### src/rtl/ram_march_bist.sv
// March BIST initiator for a 64x8 single-port synchronous RAM.
// Runs {up w(P)}, {up r(P) w(~P)}, {down r(~P)} and reports the error count and first failure.
module ram_march_bist #(
  parameter int                ADDR_W  = 6,
  parameter int                DATA_W  = 8,
  parameter int                DEPTH   = 64,
  parameter logic [DATA_W-1:0] PATTERN = 8'h55
) (
  input  logic              clk,
  input  logic              rst,
  input  logic              start,
  output logic              ram_wr,
  output logic [ADDR_W-1:0] ram_addr,
  output logic [DATA_W-1:0] ram_din,
  input  logic [DATA_W-1:0] ram_dout,
  output logic              busy,
  output logic              done,
  output logic              pass,
  output logic [7:0]        err_cnt,
  output logic [ADDR_W-1:0] fail_addr,
  output logic [DATA_W-1:0] fail_data
);

  typedef enum logic [2:0] {IDLE, FILL, RDWR, RDDN, DRAIN, DONE} state_t;

  localparam logic [ADDR_W-1:0] LAST    = ADDR_W'(DEPTH - 1);
  localparam logic [DATA_W-1:0] PAT_INV = ~PATTERN;

  state_t              state, state_nxt;
  logic [ADDR_W-1:0]   addr, addr_nxt;
  logic                sub, sub_nxt;
  logic                accept;
  logic                chk_en;
  logic [DATA_W-1:0]   chk_exp;
  logic [ADDR_W-1:0]   chk_addr;
  logic                mis;

  // NOTE: every signal written here gets a default first, so no path can infer a latch.
  always_comb begin
    state_nxt = state;
    addr_nxt  = addr;
    sub_nxt   = sub;
    accept    = 1'b0;
    ram_wr    = 1'b0;
    ram_addr  = '0;
    ram_din   = '0;
    chk_en    = 1'b0;
    chk_exp   = PATTERN;
    chk_addr  = addr;
    case (state)
      IDLE, DONE: begin
        if (start) begin
          accept    = 1'b1;
          state_nxt = FILL;
          addr_nxt  = '0;
          sub_nxt   = 1'b0;
        end
      end
      FILL: begin
        ram_wr   = 1'b1;
        ram_addr = addr;
        ram_din  = PATTERN;
        if (addr == LAST) begin
          state_nxt = RDWR;
          addr_nxt  = '0;
        end else begin
          addr_nxt = addr + 1'b1;
        end
      end
      RDWR: begin
        ram_addr = addr;
        sub_nxt  = ~sub;
        if (sub) begin
          // Read issued last cycle lands now; overwrite the same word with ~P.
          ram_wr  = 1'b1;
          ram_din = PAT_INV;
          chk_en  = 1'b1;
          chk_exp = PATTERN;
          if (addr == LAST) state_nxt = RDDN;
          else              addr_nxt  = addr + 1'b1;
        end
      end
      RDDN: begin
        ram_addr = addr;
        // Data arriving now belongs to the previous (higher) address.
        chk_en   = (addr != LAST);
        chk_exp  = PAT_INV;
        chk_addr = addr + 1'b1;
        if (addr == '0) state_nxt = DRAIN;
        else            addr_nxt  = addr - 1'b1;
      end
      DRAIN: begin
        chk_en    = 1'b1;
        chk_exp   = PAT_INV;
        chk_addr  = '0;
        state_nxt = DONE;
      end
      default: state_nxt = IDLE;
    endcase
  end

  assign mis = chk_en && (ram_dout != chk_exp);

  // NOTE: sequential state uses non-blocking assignments so all registers update from pre-edge values.
  always_ff @(posedge clk or negedge rst) begin
    if (!rst) begin
      state     <= IDLE;
      addr      <= '0;
      sub       <= 1'b0;
      busy      <= 1'b0;
      done      <= 1'b0;
      pass      <= 1'b0;
      err_cnt   <= '0;
      fail_addr <= '0;
      fail_data <= '0;
    end else begin
      state <= state_nxt;
      addr  <= addr_nxt;
      sub   <= sub_nxt;
      if (accept) begin
        busy      <= 1'b1;
        done      <= 1'b0;
        pass      <= 1'b0;
        err_cnt   <= '0;
        fail_addr <= '0;
        fail_data <= '0;
      end else begin
        if (mis) begin
          err_cnt <= err_cnt + 8'd1;
          if (err_cnt == '0) begin
            fail_addr <= chk_addr;
            fail_data <= ram_dout;
          end
        end
        if (state == DRAIN) begin
          busy <= 1'b0;
          done <= 1'b1;
          pass <= (err_cnt == '0) && !mis;
        end
      end
    end
  end

endmodule

### config.mk
export PLATFORM = sky130hd
export DESIGN_NAME = ram_march_bist
export DESIGN_NICKNAME = d
export VERILOG_FILES = /design/src/rtl/ram_march_bist.sv
export SDC_FILE = /design/constraint.sdc
export NUM_CORES = 1
export LEC_CHECK = 0
export CAP_MARGIN = 20
export CORE_ASPECT_RATIO = 0.8
export CORE_MARGIN = 2
export CORE_UTILIZATION = 51
export DETAILED_ROUTE_END_ITERATION = 7
export PLACE_DENSITY_LB_ADDON = 0.08
export SLEW_MARGIN = 20
export SYNTH_ARGS = -nofsm -noshare
export SYNTH_HDL_FRONTEND = slang
export SYNTH_SLANG_ARGS = --single-unit
### constraint.sdc
create_clock -name clk -period 2.5 [get_ports clk]
set_input_delay 0.5 -clock clk [delete_from_list [all_inputs] [get_ports clk]]
set_output_delay 0.5 -clock clk [all_outputs]
set_load 0.05 [all_outputs]
# Word-level counts from Yosys, hierarchy flattened
# Cells that the tools add are included.
# word_totals
register_bits	35
input_bits	11
output_inout_bits	40
# op_classes
add_sub_neg	3
n_eq_ne	15
n_mux	38
bitwise	1
n_reduce_logical	18
# ops
operator	count
$mux 8	7
$mux 6	9
$pmux 6 s4	1
$pmux 8 s2	1
$mux 3	5
$pmux 3 s5	1
$ne 2x2->1 const B	7
$pmux 6 s2	1
$mux 1	10
$reduce_and 5->1	2
$add 8x1->8 const B	1
$logic_not 8->1	1
$ne 8x8->1	1
$reduce_bool 2->1	4
$add 6x1->6 const B	1
$eq 3x2->1 const B	2
$eq 3x3->1 const B	2
$eq 6x6->1 const B	1
$logic_not 6->1	1
$ne 6x6->1 const B	1
$sub 6x1->6 const B	1
$pmux 1 s2	2
$reduce_and 2->1	2
$reduce_bool 4->1	1
8 further kinds	10

# Longest topological paths before layout
# Gate-level depths: netlist of the first run.
# depth
word_depth	9
ltp_mapped	8

# Worst setup path after synthesis of the first run
# No wires, ideal clock.
# synth_timing
kind	reg2out
from	register state[2]
to	output port ram_wr
arrival_ns	2.007
t_required_ns	2.000
slack_ns	-0.007
path_stages_with_launch	5
path_buffers	1
cell_sequence	dfrtp_1 -> clkbuf_1 -> nand2b_1 -> nor2_1 -> or2_2
# synth_between
elab_chain_cells	2
word_cells_on_any_way	3
classes_between	eq/ne (2); mux (1)
# synth_rtl
element	line_no	source
from (decl)	29	state_t state, state_nxt;
from (signal assigned)	117	state <= state_nxt;
$eq 3x2->1 or $eq 3x1->1 (tied branches)	50	case (state)
$pmux 1 s2 (*)	50	
to (decl)	12	output logic ram_wr,
# Every way passes the cells marked *; elsewhere a longest branch is shown, timed or not.

# Final worst setup path of the first run
# layout_timing
from	register err_cnt[0]
to	register fail_addr[3]
# layout_between
elab_chain_cells	3
# layout_rtl
element	line_no	source
from (decl)	19	output logic [7:0] err_cnt,
from (signal assigned)	129	err_cnt <= err_cnt + 8'd1;
$logic_not 8->1	130	if (err_cnt == '0) begin
$reduce_bool 2->1 (no source line)	--	
$reduce_and 2->1 (no source line)	--	
to (signal assigned)	131	fail_addr <= chk_addr;
to (decl)	20	output logic [ADDR_W-1:0] fail_addr,
# No other way between the ends.
# A chain may end at the register's enable or synchronous reset.

==> results of run 1 <==
-- how the worst max path moves through the flow --
stage | start | to | slack, ns | depth (start not counted)
after floorplan | state[2]$_DFFE_PN0P_ | ram_addr[0] | 0.11 | 3
after global placement | ram_dout[4] | err_cnt[4]$_DFFE_PN0P_ | 0.15 | 7
after detailed placement | ram_dout[4] | err_cnt[4]$_DFFE_PN0P_ | 0.15 | 7
after CTS | err_cnt[0]$_DFFE_PN0P_ | fail_addr[3]$_DFFE_PN0P_ | 0.27 | 8
after global routing | err_cnt[0]$_DFFE_PN0P_ | fail_addr[3]$_DFFE_PN0P_ | 0.12 | 8
final | err_cnt[0]$_DFFE_PN0P_ | fail_addr[3]$_DFFE_PN0P_ | 0.26 | 8
-- logic make-up (layout without fill, tap and decap cells) --
kind of cell	count (synthesis)	in the layout
fa+ha+maj	4	4
flops	35	35
xor+xnor	7	7
mux	6	6
buf+inv	43	93
compound gates	65	65
simple gates	105	105
-- state kept, by name (all words and copies together) (netlist names) --
signal / flops
err_cnt: 8
fail_data: 8
addr: 6
fail_addr: 6
state: 3
busy: 1
done: 1
pass: 1
sub: 1
-- metrics by stage --
| step | util (%) | hold WS [ns] | setup WS, ns | area, um2 |
|---|---|---|---|---|
| after floorplan | - | 0.204 | 0.111 | 2260 |
| after global placement | 69.4 | 0.460 | 0.152 | 2940 |
| after detailed placement | 69.4 | 0.482 | 0.150 | 2940 |
| after CTS | 71.3 | 0.499 | 0.269 | 3020 |
| after global routing | 71.3 | 0.520 | 0.120 | 3020 |
| final | 71.3 | 0.493 | 0.260 | 3020 |
-- per-layer routing --
layer | part of all wire (%) | up-vias | track usage, % | wire, um
met2 | 43 | 90 | 33.3 | 2300
met1 | 49 | 978 | 35.6 | 2590
met5 | 0 | - | 0 | 0
met4 | 0.99 | 0 | 5.92 | 53
met3 | 7.2 | 7 | 4.73 | 383
li1 | - | 1041 | - | -
-- power groups by stage --
stage | Sequential (mW) | Clock (mW) | Combinational [mW]
2_1_floorplan | 1.21 | 0 | 1.19
3_3_place_gp | 0.918 | 0 | 2.14
3_5_place_dp | 0.916 | 0 | 2.17
4_1_cts | 0.910 | 0.402 | 2.18
5_1_grt | 0.941 | 0.418 | 2.33
6_report | 0.911 | 0.388 | 2.17
-- cell usage after synthesis (3+ instances only) --
cell type	n	area (um2)
dfrtp_1	35	876
nand3_1	24	120
nand2_1	22	82.6
nor2_1	17	63.8
inv_1	16	60.1
clkbuf_1	14	52.6
a21oi_1	12	60.1
o21ai_0	12	60.1
o21ai_1	11	55.1
nor3_1	7	35.0
xnor2_1	7	61.3
buf_4	6	45.0
o22ai_1	5	31.3
o31ai_1	5	37.5
or3_1	5	31.3
and2_1	4	25.0
buf_2	4	20.0
ha_1	4	50.1
nor4bb_1	4	40.0
a32o_1	3	30.0
mux2_2	3	33.8
mux2i_1	3	30.0
nand2b_1	3	18.8
-- final cells by class --
cell class                 instances  area share, %
multi-input combinational        187           39.3
sequential                        35           29.0
timing repair buffer              69           24.6
clock buffer                       7           2.53
tap                               57           2.36
inverter                          16           1.99
clock inverter                     1          0.166
-- worst max-delay path: cells and delay by family, from the launching register on --
kind / cells / cell delay [ns]
buf+inv: 3 / 0.48
simple gates: 2 / 0.69
fa+ha+maj: 1 / 0.13
compound gates: 2 / 0.39
flops: 1 / 0.44
==> flow_summary.ini, run 1 <==
[synth]
ys.flop_type = dfrtp_1
synth_top_family_by_area = simple AND/OR/NAND/NOR gates
syn_area_per_cell_um2 = 8.54
syn_nets = 280
ys_seq_elements = 35
async_reset_ff_share_pct = 100
synth_compound_area_share_pct = 19.7
synth_fa_ha_area_share_pct = 2.21
synthMuxAreaShare_pct = 2.82
synthSimpleGateAreaFrac_pct = 24.8
synth_xor_area_share_pct = 2.71
synth_cells = 265
synth_area_um2 = 2260
ys.warnings.count = 0
yosysSeqAreaShare_pct = 38.7
synth_edf_count = 0
synth.distinct_cells = 54

[clocking]
cts_resized = 0
cts-root-buf = clkbuf_8
cts.path.max_buffers = 2
cts.sinks = 35
htreeDepth = 2
cts_setup_buffers = 0
hold_buffers = 0
cts_tree = built
cts_buffers = 5
clkTransAtPathRegs_ns = 0.07
insertion_delay_ns = 0.28

[floorplanning]
ios = 51
fp.dieH_um = 63.6
die_w_um = 78.5
coreArea_um2 = 4230
num_rows = 21
start_util_pct = 53.5
dieArea_um2 = 4990

[pwr]
power.switching_mw = 1.67
p_int_mw = 1.80
p_comb_share_pct = 62.6
switching_share_pct = 48.0
peakVddDrop_mv = 0.741
seq_power_share_pct = 26.2
power_density_nw_per_um2 = 1150
total_power_mw = 3.47
p_leak_nw = 1.35
clockPowerShare_pct = 11.2

[layout]
fin_nets = 329
multiInputGateArea_um2 = 1180
syn_to_final_growth_pct = 33.4
drive_gt1_share_pct = 17.1
nFillCells = 343
layout.cells.non_filler = 372
antennaDiodeCount = 0
layout.area.seq_um2 = 876
layout_common_cells = 35 x dfrtp_1, 35 x clkdlybuf4s50_1, 24 x nand3_1, 23 x buf_4, 22 x nand2_1

[sta]
tightest_slew_ns = 0.534
max_slew_margin_pct = 63.9
hold_viol_final = 0
finalSetupTns_ns = 0
maxSlewViolCount = 0
rsz0062_at_grt = false
period_needed_ns = 2.24
skew_ns = 0.00510
max_freq_ghz = 0.446
final.period_utilization_pct = 89.6
setup_viol = 0

[min_path]
hold_path_depth = 2
holdCritPathClass = reg2reg
hp-start = done$_DFFE_PN0P_
min_to = done$_DFFE_PN0P_

[worst_setup_path]
critPathMostFrequentCell = buf_4
crit_fanout = 12
cp-start-kind = flop
cp_cell_sequence = inv_1 > ha_1 > or4b_1 > nor4_1 > buf_4 > o221ai_2 > buf_4 > o41ai_1
timing.rr.end = fail_addr[3]$_DFFE_PN0P_
reg2reg_depth = 8
cp-end-kind = flop
cp.arrival_ns = 2.41
crit_type = reg2reg
crit-reg2reg-launch = err_cnt[0]$_DFFE_PN0P_
cpMaxStageDelayCell = dfrtp_1
r2r_slack_ns = 0.26
slowest_delay_ns = 0.44
cp.required_ns = 2.67

[detailed_routing]
drt_iter0_markers = 192
drcViolationCount = 0
detail_route.wl_per_cell_um = 14.3
firstDrtPassIters = 4
dr_total_vias = 2116
wl_um = 5330
viasPerCell = 5.69
postRouteAntennaNets = 0

[placed_design]
hpwlAfterDp_um = 3850
io_buffers = 50
dpl.cell_count = 364
gp_congestion = 0.846

[global_route]
grt_pass1_wl_um = 9140
antenna_found_initial = 0
grt_pass1_vias = 1904
grt_max_degree = 36
grt_remaining_overflow = 0
grt_use_total_pct = 23.2

[status]
run_status = complete, no violations

[run]
max_cap_violations = 0
Note: power is estimated with default switching activity, not from simulation.
==> inputs of run 2 (changes only) <==
- CTS_BUF_LIST: default -> sky130_fd_sc_hd__clkbuf_16
- CTS_CLUSTER_DIAMETER: default -> 150
==> run 2 against run 1 <==
  * Global-route usage about the same
  * Maximum frequency up 1.2%
  * Design area up 1.9%
  * First-iteration DRC count down 14%
  * Worst hold slack worse by 0.0057 ns
  * Critical path depth unchanged
  * Die area unchanged
  * Critical path type unchanged
  * Critical endpoint is now fail_addr[4]$_DFFE_PN0P_
==> flow_summary.ini, run 2 (synthesis gave the netlist of run 1 again) <==
[min_path]
holdCritPathClass = reg2reg
hp-start = done$_DFFE_PN0P_

[detailed_routing]
viasPerCell = 5.67
drcViolationCount = 0
postRouteAntennaNets = 0
dr_total_vias = 2109
wl_um = 5340
drt_iter0_markers = 166
detail_route.wl_per_cell_um = 14.4
firstDrtPassIters = 4

[clocking]
cts_tree = built
cts-root-buf = clkbuf_16
clkTransAtPathRegs_ns = 0.05
cts_setup_buffers = 0
htreeDepth = 2
cts_buffers = 5
cts.sinks = 35
hold_buffers = 0
insertion_delay_ns = 0.27
cts.path.max_buffers = 2
cts_resized = 0

[global_route]
antenna_found_initial = 0
grt_remaining_overflow = 0
grt_pass1_vias = 1912
grt_pass1_wl_um = 9200
grt_max_degree = 36
grt_use_total_pct = 23.2

[worst_setup_path]
path_buf_inv = 3
cp-startpoint = err_cnt[0]$_DFFE_PN0P_
crit-reg2reg-launch = err_cnt[0]$_DFFE_PN0P_
cp.arrival_ns = 2.37
r2r_slack_ns = 0.29
cpMaxStageDelayCell = dfrtp_1
cp_cell_sequence = inv_1 > ha_1 > or4b_1 > nor4_1 > buf_4 > o221ai_2 > buf_4 > o41ai_1
slowest_delay_ns = 0.43
cp-start-kind = flop
cp.required_ns = 2.66
cp_num_cells = 8
cp-end-kind = flop
cp_top_family = simple AND/OR/NAND/NOR gates
reg2reg_depth = 8
critPathMostFrequentCell = buf_4
timing.rr.end = fail_addr[4]$_DFFE_PN0P_
crit_type = reg2reg
crit_fanout = 12
cp-endpoint = fail_addr[4]$_DFFE_PN0P_

[placed_design]
placed_area_um2 = 2940
hpwlAfterDp_um = 3850
gp_congestion = 0.846
io_buffers = 50

[layout]
layout_common_cells = 35 x dfrtp_1, 35 x clkdlybuf4s50_1, 24 x nand3_1, 23 x buf_4, 22 x nand2_1
antennaDiodeCount = 0
fin_nets = 329
design_area_um2 = 3070
syn_to_final_growth_pct = 35.8
drive_gt1_share_pct = 17.1
reg_top3 = err_cnt (8), fail_data (8)

[sta]
finalSetupTns_ns = 0
tightest_slew_ns = 0.512
skew_ns = 0.00482
hold_viol_final = 0
max_slew_margin_pct = 65.4
rsz0062_at_grt = false
maxSlewViolCount = 0
period_needed_ns = 2.21
setup_viol = 0
max_freq_ghz = 0.452
final.period_utilization_pct = 88.5

[floorplanning]
start_util_pct = 53.5
ios = 51
num_rows = 21
coreArea_um2 = 4230
fp.dieH_um = 63.6
dieArea_um2 = 4990
die_w_um = 78.5

[pwr]
p_leak_nw = 1.38
peakVddDrop_mv = 0.735
total_power_mw = 3.66
power_density_nw_per_um2 = 1190

[status]
run_status = complete, no violations

[run]
max_cap_violations = 0
run 2: cell types whose count changed in the layout (fill, tap and decap cells not counted), sizes merged:
cell    change
clkbuf      -2
inv         +2
run 2: how the worst min path moves through the flow:
| stage | slack, ns | depth (start not counted) | end |
|---|---|---|---|
| 6_report | 0.49 | 2 | done$_DFFE_PN0P_ |
| 5_1_grt | 0.52 | 2 | fail_addr[3]$_DFFE_PN0P_ |
| 4_1_cts | 0.50 | 2 | done$_DFFE_PN0P_ |
| 3_5_place_dp | 0.48 | 2 | done$_DFFE_PN0P_ |
| 3_3_place_gp | 0.46 | 2 | busy$_DFFE_PN0P_ |
| 2_1_floorplan | 0.20 | 0 | addr[0]$_DFFE_PN0P_ |
run 2: where the power goes:
part / total (mW) / internal (mW) / switching (mW)
logic: 2.17 / 0.871 / 1.30
registers: 0.913 / 0.738 / 0.174
clock network: 0.574 / 0.359 / 0.215
total: 3.66 / 1.97 / 1.69
run 2: worst min-delay path: cells and delay by family, from the launching register on:
family           cells  cell delay (ns)
AND/OR/NAND/NOR      2             0.12
flip-flops           1             0.34
run 2: cell type report:
cell class                 count  area [um2]
tap                           57        71.3
clock buffer                   5         125
timing repair buffer          69         743
inverter                      16        60.1
clock inverter                 3        12.5
fill                         335        1160
sequential                    35         876
multi-input combinational    187        1180
run 2: stage by stage:
step | std cells | utilization [%] | setup slack [ns] | hold slack [ns]
2_1_floorplan | 265 | - | 0.111 | 0.204
3_3_place_gp | 364 | 69.4 | 0.152 | 0.460
3_5_place_dp | 364 | 69.4 | 0.150 | 0.482
4_1_cts | 372 | 72.6 | 0.264 | 0.495
5_1_grt | 372 | 72.6 | 0.0471 | 0.515
6_report | 372 | 72.6 | 0.287 | 0.487
run 2: per-layer routing:
layer | wire length [um] | track usage, % | part of all wire, % | vias up
li1 | - | - | - | 1039
met1 | 2600 | 35.2 | 49 | 978
met2 | 2280 | 33.3 | 43 | 88
met3 | 428 | 5.73 | 8.0 | 4
met4 | 37 | 5.48 | 0.69 | 0
met5 | 0 | 0 | 0 | -
==> inputs of run 3 (changes only) <==
- SLEW_MARGIN: 20 -> 10
==> results of run 3 <==
Same layout as run 2: the final DEF is identical, and so are final timing and power.
==> edit, RTL diff (settings of run 1) <==
`DATA_W`: 8 -> 10.
--- a/src/rtl/ram_march_bist.sv
+++ b/src/rtl/ram_march_bist.sv
@@ -4,3 +4,3 @@
   parameter int                ADDR_W  = 6,
-  parameter int                DATA_W  = 8,
+  parameter int                DATA_W  = 10,
   parameter int                DEPTH   = 64,
Ports: changed (resized fail_data, ram_din and ram_dout); port bits go from 51 to 57. No check against the original RTL was run, so the function may have changed too.
==> edit against run 1 <==
- sequential cell count grew 2
- setup slack got worse by 0.15 ns
- via count rose by 3.6%
- utilization up 1.1 points
- power is 24% higher
- synthesized area rose by 5.5%
- cell area is 9.0% higher
- routed wire length is 10% higher
- critical path type is now reg2out
- largest cell class unchanged
==> edit: results (changes against run 1) <==
CRITICAL_PATH.MAX_FANOUT=14  # was 12
MET3ROUTEDLENGTH_UM=320  # was 383 µm
PORT-BUFFER-COUNT=56  # was 50
PLACER_S_FINAL_ROUTABILITY_CONGESTION_ESTIMATE=0.8909  # was 0.8455
SYN_INST=267  # was 265
AREA_DELTA_SYNTH_FINAL_PCT=37.76  # was 33.35%
INSERTION_DELAY_NS=0.30  # was 0.28 ns
WORST_IR_DROP_ON_VDD_mV=0.7954  # was 0.7408 mV
POST_SYNTH_MUX_AREA_SHARE_PCT=7.184  # was 2.821%
WORST_PATH_LARGEST_CELL_DELAY_NS=0.50  # was 0.44 ns
STATUS='finished, final reports clean'  # unchanged
R2R_END='err_cnt[7]'  # was fail_addr[3]
POWER.DENSITY_CELL_AREA_mW_PER_MM2=1312  # was 1150 mW/mm²
FINALCLOCKSKEW_NS=0.007446  # was 0.005104 ns
BIGGESTREGSBYFLOPS='fail_data x10, err_cnt x8'  # was err_cnt x8, fail_data x8
GRT_MAX_DEGREE=38  # was 36
ROUTE.VIAS.TOTAL=2192  # was 2116
GRT_UTIL_MET2_PCT=37.81  # was 33.30%
WL_UM=5865  # was 5329 µm
DETAIL_ROUTE.ITER0.VIOLATIONS=141  # was 192
WIRE_LENGTH_OF_THE_FIRST_GLOBAL_ROUTING_PASS_UM=9942  # was 9135 µm
ROUTED-WL-MET2_UM=2719  # was 2302 µm
ARRIVAL_NS=1.89  # was 2.41 ns
YOSYSSEQAREASHARE_PCT=38.80  # was 38.72%
PLACEDINSTANCEAREA_MM2=0.003204  # was 0.002935 mm²
GRT.MET1_USAGE_PCT=34.12  # was 35.57%
SYNTHADDERAREAFRAC_PCT=2.098  # was 2.212%
[edit: changes by cell type in the layout (fill, tap and decap cells not counted), sizes merged, moves of 5 or more]
cell   delta
mux2i    +13
nand3    -18
a21oi     +9
xnor2     -7
nand2    +15
nor2      -9
o21ai    -13
and3      +5
[edit: cell type report]
class                      count  area share (%)
clock inverter                 2          0.3045
tap                           60           2.284
inverter                      16           1.827
clock buffer                   6           2.208
multi-input combinational    191           38.56
timing repair buffer          77           26.65
sequential                    37           28.17
[edit: tightest hold or removal path: cells and delay by family (launching register included)]
family	cells	cell delay, ns
flip-flops	1	0.35
AND/OR/NAND/NOR	2	0.11
[edit: cell families (layout without fill, tap and decap cells)]
family / count (synthesis) / in the layout
XOR/XNOR: 2 / 2
multiplexers: 17 / 17
AND/OR/NAND/NOR: 106 / 106
AO/OA/AOI/OAI: 62 / 62
adder cells (fa/ha/maj): 4 / 4
buffers and inverters: 39 / 101
flip-flops: 37 / 37
